===== src/rtl/hilo_muldiv_unit.sv =====
// Multi-cycle multiply/divide unit feeding the HI/LO register file.
// Multiplies finish in MUL_CYCLES edges; divides are restoring, one quotient bit per edge.
module hilo_muldiv_unit #(
   parameter int unsigned MUL_CYCLES = 4
) (
   input  logic        Clk,
   input  logic        Rst_n,
   input  logic        Start,
   input  logic [2:0]  Op,
   input  logic [31:0] A,
   input  logic [31:0] B,
   input  logic        Cancel,
   output logic [31:0] WriteHiData,
   output logic [31:0] WriteLoData,
   output logic        WriteEnHi,
   output logic        WriteEnLo,
   output logic        Madd,
   output logic        Msub,
   output logic        Busy,
   output logic        Done
);

   localparam int unsigned W      = 32;
   localparam int unsigned CNT_W  = $clog2(MUL_CYCLES + 64);
   localparam int unsigned DIV_IT = 32;

   typedef enum logic [2:0] {S_IDLE, S_MUL, S_DIV, S_FIX, S_WR} state_t;

   state_t             state;
   logic [2:0]         op_q;
   logic [W-1:0]       a_q;
   logic [W-1:0]       b_q;
   logic [W-1:0]       dvs_q;
   logic [W-1:0]       quo_q;
   logic [W-1:0]       rem_q;
   logic [CNT_W-1:0]   cnt;

   logic               start_div_c;
   logic               start_sgn_c;
   logic [W-1:0]       abs_a_c;
   logic [W-1:0]       abs_b_c;
   logic [2*W-1:0]     ax_c;
   logic [2*W-1:0]     bx_c;
   logic [2*W-1:0]     prod_c;
   logic [W:0]         trial_c;
   logic [W-1:0]       rem_nxt_c;
   logic               qbit_c;
   logic [W-1:0]       quo_fix_c;
   logic [W-1:0]       rem_fix_c;

   // Operand magnitudes for a divide launched this cycle
   always_comb begin
      start_div_c = (Op[2:1] == 2'b01);
      start_sgn_c = ~Op[0];
      abs_a_c     = (start_sgn_c && A[W-1]) ? W'(-A) : A;
      abs_b_c     = (start_sgn_c && B[W-1]) ? W'(-B) : B;
   end

   // Full 64-bit product; extending both operands makes one unsigned multiply serve both signednesses
   always_comb begin
      ax_c   = op_q[0] ? {{W{1'b0}}, a_q} : {{W{a_q[W-1]}}, a_q};
      bx_c   = op_q[0] ? {{W{1'b0}}, b_q} : {{W{b_q[W-1]}}, b_q};
      prod_c = (2*W)'(ax_c * bx_c);
   end

   // One restoring-division step on magnitudes, plus the final sign fix-up
   always_comb begin
      trial_c = {rem_q, quo_q[W-1]};
      qbit_c  = 1'b0;
      rem_nxt_c = trial_c[W-1:0];
      if (trial_c >= {1'b0, dvs_q}) begin
         qbit_c    = 1'b1;
         rem_nxt_c = W'(trial_c - {1'b0, dvs_q});
      end
      quo_fix_c = (~op_q[0] && (a_q[W-1] ^ b_q[W-1])) ? W'(-quo_q) : quo_q;
      rem_fix_c = (~op_q[0] && a_q[W-1]) ? W'(-rem_q) : rem_q;
   end

   always_ff @(posedge Clk or negedge Rst_n) begin
      if (!Rst_n) begin
         state       <= S_IDLE;
         op_q        <= '0;
         a_q         <= '0;
         b_q         <= '0;
         dvs_q       <= '0;
         quo_q       <= '0;
         rem_q       <= '0;
         cnt         <= '0;
         WriteHiData <= '0;
         WriteLoData <= '0;
         WriteEnHi   <= 1'b0;
         WriteEnLo   <= 1'b0;
         Madd        <= 1'b0;
         Msub        <= 1'b0;
         Busy        <= 1'b0;
         Done        <= 1'b0;
      end else begin
         // Write-cycle outputs live for exactly one cycle
         WriteHiData <= '0;
         WriteLoData <= '0;
         WriteEnHi   <= 1'b0;
         WriteEnLo   <= 1'b0;
         Madd        <= 1'b0;
         Msub        <= 1'b0;
         Done        <= 1'b0;
         unique case (state)
            S_IDLE: begin
               if (Start && !Cancel) begin
                  op_q  <= Op;
                  a_q   <= A;
                  b_q   <= B;
                  dvs_q <= start_div_c ? abs_b_c : '0;
                  quo_q <= start_div_c ? abs_a_c : '0;
                  rem_q <= '0;
                  cnt   <= '0;
                  Busy  <= 1'b1;
                  state <= start_div_c ? S_DIV : S_MUL;
               end
            end
            S_MUL: begin
               if (Cancel) begin
                  Busy  <= 1'b0;
                  state <= S_IDLE;
               end else if (cnt == CNT_W'(MUL_CYCLES - 1)) begin
                  {WriteHiData, WriteLoData} <= prod_c;
                  WriteEnHi <= (op_q[2:1] == 2'b00);
                  WriteEnLo <= (op_q[2:1] == 2'b00);
                  Madd      <= (op_q[2:1] == 2'b10);
                  Msub      <= (op_q[2:1] == 2'b11);
                  Done      <= 1'b1;
                  state     <= S_WR;
               end else begin
                  cnt <= cnt + CNT_W'(1);
               end
            end
            S_DIV: begin
               if (Cancel) begin
                  Busy  <= 1'b0;
                  state <= S_IDLE;
               end else if (dvs_q == '0 || cnt == CNT_W'(DIV_IT)) begin
                  state <= S_FIX;
               end else begin
                  rem_q <= rem_nxt_c;
                  quo_q <= {quo_q[W-2:0], qbit_c};
                  cnt   <= cnt + CNT_W'(1);
               end
            end
            S_FIX: begin
               if (Cancel) begin
                  Busy  <= 1'b0;
                  state <= S_IDLE;
               end else begin
                  WriteLoData <= (dvs_q == '0) ? '1  : quo_fix_c;
                  WriteHiData <= (dvs_q == '0) ? a_q : rem_fix_c;
                  WriteEnHi   <= 1'b1;
                  WriteEnLo   <= 1'b1;
                  Done        <= 1'b1;
                  state       <= S_WR;
               end
            end
            S_WR: begin
               Busy  <= 1'b0;
               state <= S_IDLE;
            end
            default: begin
               Busy  <= 1'b0;
               state <= S_IDLE;
            end
         endcase
      end
   end

endmodule


===== config.mk =====
export PLATFORM = sky130hd
export DESIGN_NAME = hilo_muldiv_unit
export DESIGN_NICKNAME = d
export VERILOG_FILES = /design/src/rtl/hilo_muldiv_unit.sv
export SDC_FILE = /design/constraint.sdc
export NUM_CORES = 2
export LEC_CHECK = 0
export BUFFER_PORTS_ARGS = -buffer_cell sky130_fd_sc_hd__buf_2
export CORE_MARGIN = 4
export CORE_UTILIZATION = 40
export DETAILED_ROUTE_END_ITERATION = 7
export PLACE_DENSITY_LB_ADDON = 0.3
export SLEW_MARGIN = 20
export SYNTH_ARGS = -nofsm -noshare
export SYNTH_HDL_FRONTEND = slang
export SYNTH_SLANG_ARGS = --single-unit

===== constraint.sdc =====
create_clock -name Clk -period 10.35 [get_ports Clk]
set_input_delay 1.035 -clock Clk [delete_from_list [all_inputs] [get_ports Clk]]
set_output_delay 1.035 -clock Clk [all_outputs]
set_load 0.005 [all_outputs]

==> summary.md <==
The clock passes through at most 3 buffers. The area of the core is 154000 sq um, and the sequential share of the synthesized area is 9.77%. STA puts the critical path data arrival time at 10.35 ns.

TritonCTS built the clock tree. The tools report the site row count as 144. The run finished with clean final reports. The final hold violation count was 0.

Global routing consumed, over all layers together, 25.0% of the routing resources. OpenSTA, run right after detailed placement, puts the worst setup slack at 0.143 ns. Of all flip-flops after synthesis, the portion carrying an async set or reset was 100%.

The number of library cell types mapped by synthesis is 72, and the post-route worst setup slack is 0.492 ns. The core utilization of the finished layout came out at 43.0%. The floorplan step defined a die boundary enclosing 161000 sq um. The sink count of the clock tree was 242. For the number of antenna violations at the first check in global routing, the log shows 22. Among all flip-flop cells after synthesis, the most frequent one is sky130_fd_sc_hd__dfrtp_1. Once the floorplan was initialized, standard cells occupied 40.3% of the core. For the worst-skew pair, the clock arrives at the later sink with an insertion delay of 0.67 ns.

The net total in the final layout is 8580. The tools report the sum of negative setup slack as 0 ns. Synthesis inferred 242 register bits. The logs give 0 for the count of max-cap constraint violations and 28 for the number of clock buffers inserted by TritonCTS. Die width: 402 um. The tools report the critical path startpoint category as a flop. After detailed routing, the average wire length per cell comes to 22.5 um.

The number of levels in the clock H-tree came out at 1. The residual overflow from global routing was 0. The number of max-slew violations in the final report is 0, and the fraction of final layout cells with drive strength greater than 1 is 5.57%.

Based on the critical path, the design can be clocked at up to 0.101 GHz. The worst stage delay on the critical path is 0.94 ns, and the area added between synthesis and finish is 6.92%. The via count normalized by instance count was 5.21; the average cell area after synthesis was 9.15 sq um. Buffers added to address setup during post-CTS repair amount to 0. The detailed router finished its first iteration with 3286 violations. By startpoint and endpoint, the worst setup path is classified as reg2reg. Across the routed clock network, the largest skew measured is 0.118 ns.

The slowest stage cell on the critical path is sky130_fd_sc_hd__dfrtp_1. Before antenna repair, the detailed router went through 6 iterations. The largest net degree at the start of global routing is 132.

The shortest period the worst path allows came out at 9.86 ns. Input and output buffers added on the ports amount to 140. In the finished design, the share of the clock period the worst path needs comes to 95.3%. The logs give 8820 for the final cell count without fillers and 10.84 ns for the worst endpoint required time.

The final routed DRC violation total came out at 0. Synthesis produced 6780 cells. The run gives 0 as the number of buffers added to fix hold violations after cts. After detailed placement, the design holds a cell count of 8755. The run gives 308000 um as the global-route wire length before repair.

The headroom to the max-slew limit was 25.2%; the post-synthesis net count was 8618. Yosys printed 0 warnings. The number of top-level pins is 141, and the placed wire-length estimate after detailed placement is 163000 um.

The maximum net fanout on the critical path was 19; the number of fill cells in the layout was 15300. The worst setup path is captured at a flop. The tree is rooted in a sky130_fd_sc_hd__clkbuf_16. For the via count of the first global-routing pass, the log shows 49900. Routability-driven placement finished with a final weighted congestion of 0.931. Setup repair after global routing left no endpoint under its margin.

The cell that appears most often on the critical path is sky130_fd_sc_hd__fa_1. The count of flip-flops with a built-in enable after synthesis was 0; the number of routed nets with antenna violations was 0. Worst min-delay path class: in2async. Number of endpoints failing setup at the final stage: 0. After clock tree synthesis, the clock-pin slew on the worst setup and hold paths is 0.09 ns. For the pin with the worst max-slew slack, the measured transition is 1.12 ns.

The run gives 46000 as the overall via count from detail_route. Once the clock tree was built, the resizer swapped 0 gates to a different size. For the post-detailed-routing wire length, the log shows 198000 um. In this run the vertical extent of the chip is 402 um. After synthesis the cells add up to 62000 sq um.
synthesized netlist by cell type (17+ instances only):
master | instances | area, sq um
sky130_fd_sc_hd__nand4_1 | 26 | 163
sky130_fd_sc_hd__ha_1 | 347 | 4340
sky130_fd_sc_hd__a21o_1 | 70 | 526
sky130_fd_sc_hd__xnor2_1 | 171 | 1500
sky130_fd_sc_hd__fa_1 | 1420 | 28400
sky130_fd_sc_hd__and2_1 | 594 | 3720
sky130_fd_sc_hd__nand2b_1 | 25 | 156
sky130_fd_sc_hd__nand2_1 | 841 | 3160
sky130_fd_sc_hd__nor4_1 | 27 | 169
sky130_fd_sc_hd__o22ai_1 | 64 | 400
sky130_fd_sc_hd__o21ai_0 | 194 | 971
sky130_fd_sc_hd__inv_1 | 1593 | 5980
sky130_fd_sc_hd__a31oi_1 | 20 | 125
sky130_fd_sc_hd__clkbuf_1 | 331 | 1240
sky130_fd_sc_hd__nand3_1 | 25 | 125
sky130_fd_sc_hd__mux2i_1 | 24 | 240
sky130_fd_sc_hd__dfrtp_1 | 242 | 6060
sky130_fd_sc_hd__a22oi_1 | 17 | 128
sky130_fd_sc_hd__nor2_1 | 172 | 646
sky130_fd_sc_hd__xor2_1 | 94 | 823
sky130_fd_sc_hd__nor2b_1 | 19 | 119
sky130_fd_sc_hd__a21oi_1 | 188 | 941
sky130_fd_sc_hd__and3_1 | 19 | 119
sky130_fd_sc_hd__a211oi_1 | 21 | 158
sky130_fd_sc_hd__nor3_1 | 33 | 165
sequential cells by signal, indices dropped and copies added (netlist names):
name         flops
Busy             1
Done             1
Madd             1
Msub             1
WriteEnLo        1
WriteHiData     32
WriteLoData     32
a_q             32
b_q             32
cnt              7
dvs_q           32
op_q             3
quo_q           32
rem_q           32
state            3
per-stage QoR:
step	hold WS [ns]	instance area (sq um)
after floorplan	0.437	62000
after global placement	0.458	65200
after detailed placement	0.470	65200
after CTS	0.479	66200
after global routing	0.332	66300
final	0.300	66300
per-layer routing:
metal	vias to the layer above	routed length (um)	track usage (%)
li1	20000	-	-
met1	24100	84100	34.1
met2	1507	93700	41.0
met3	318	12600	3.64
met4	2	8000	8.12
met5	-	7	0
final timing paths:
path	start	depth (start not counted)	slack (ns)	to
worst max-delay path	b_q[15]$_DFFE_PN0P_	27	0.49	WriteHiData[6]$_DFF_PN0_
worst min-delay path	Rst_n	1	0.30	rem_q[29]$_DFFE_PN0P_
worst max register to register	b_q[15]$_DFFE_PN0P_	27	0.49	WriteHiData[6]$_DFF_PN0_
worst min register to register	op_q[1]$_DFFE_PN0P_	1	0.48	Madd$_DFF_PN0_
max in group asynchronous	Rst_n	3	8.35	WriteLoData[7]$_DFF_PN0_
min in group Clk	op_q[1]$_DFFE_PN0P_	1	0.48	Madd$_DFF_PN0_
cells by family (layout without fill, tap and decap cells):
kind of cell,Yosys count,in the layout,share of synthesized area (%)
AO/OA/AOI/OAI,698,698,6.96
XOR/XNOR,265,265,3.74
adder cells (fa/ha/maj),1773,1773,52.9
buffers and inverters,1946,1929,11.8
flip-flops,242,242,9.77
multiplexers,25,25,0.406
other,0,13,0
AND/OR/NAND/NOR,1831,1831,14.4
layout make-up:
class                   count  area (sq um)  area share, %
repair buffers            285          1960           2.96
clock inverters            13           203          0.306
clock buffers              38           798           1.20
flip-flops and latches    242          6060           9.15
diodes                     13          32.5         0.0491
well taps                2044          2560           3.86
multi-input cells        4592         48700           73.5
inverters                1593          5980           9.02
cells in the final DEF (no fill, tap or decap), drive strengths merged, types with 25 or more instances in the layout:
cell    instances
ha            347
nand2b         25
nand2         841
inv          1594
xnor2         171
nor2          172
a21o           70
clkbuf         38
o22ai          64
nor4           28
nor3           33
xor2           94
o21ai         199
buf           285
dfrtp         242
nand3          25
a21oi         189
and2          594
fa           1420
nand4          26
worst max-delay path, delay by kind of cell (launching register included):
family                     cells  cell delay [ns]
AOI/OAI and AO/OA              6             2.37
xor gates and xnor gates       1             0.19
adders and majority gates     11             5.10
buffers and inverters          7             0.78
DFF                            1             0.94
and+or+nand+nor                2             0.28
Power is not shown: default switching activity piles up to over one toggle a cycle in this logic, so the estimate is an artifact.
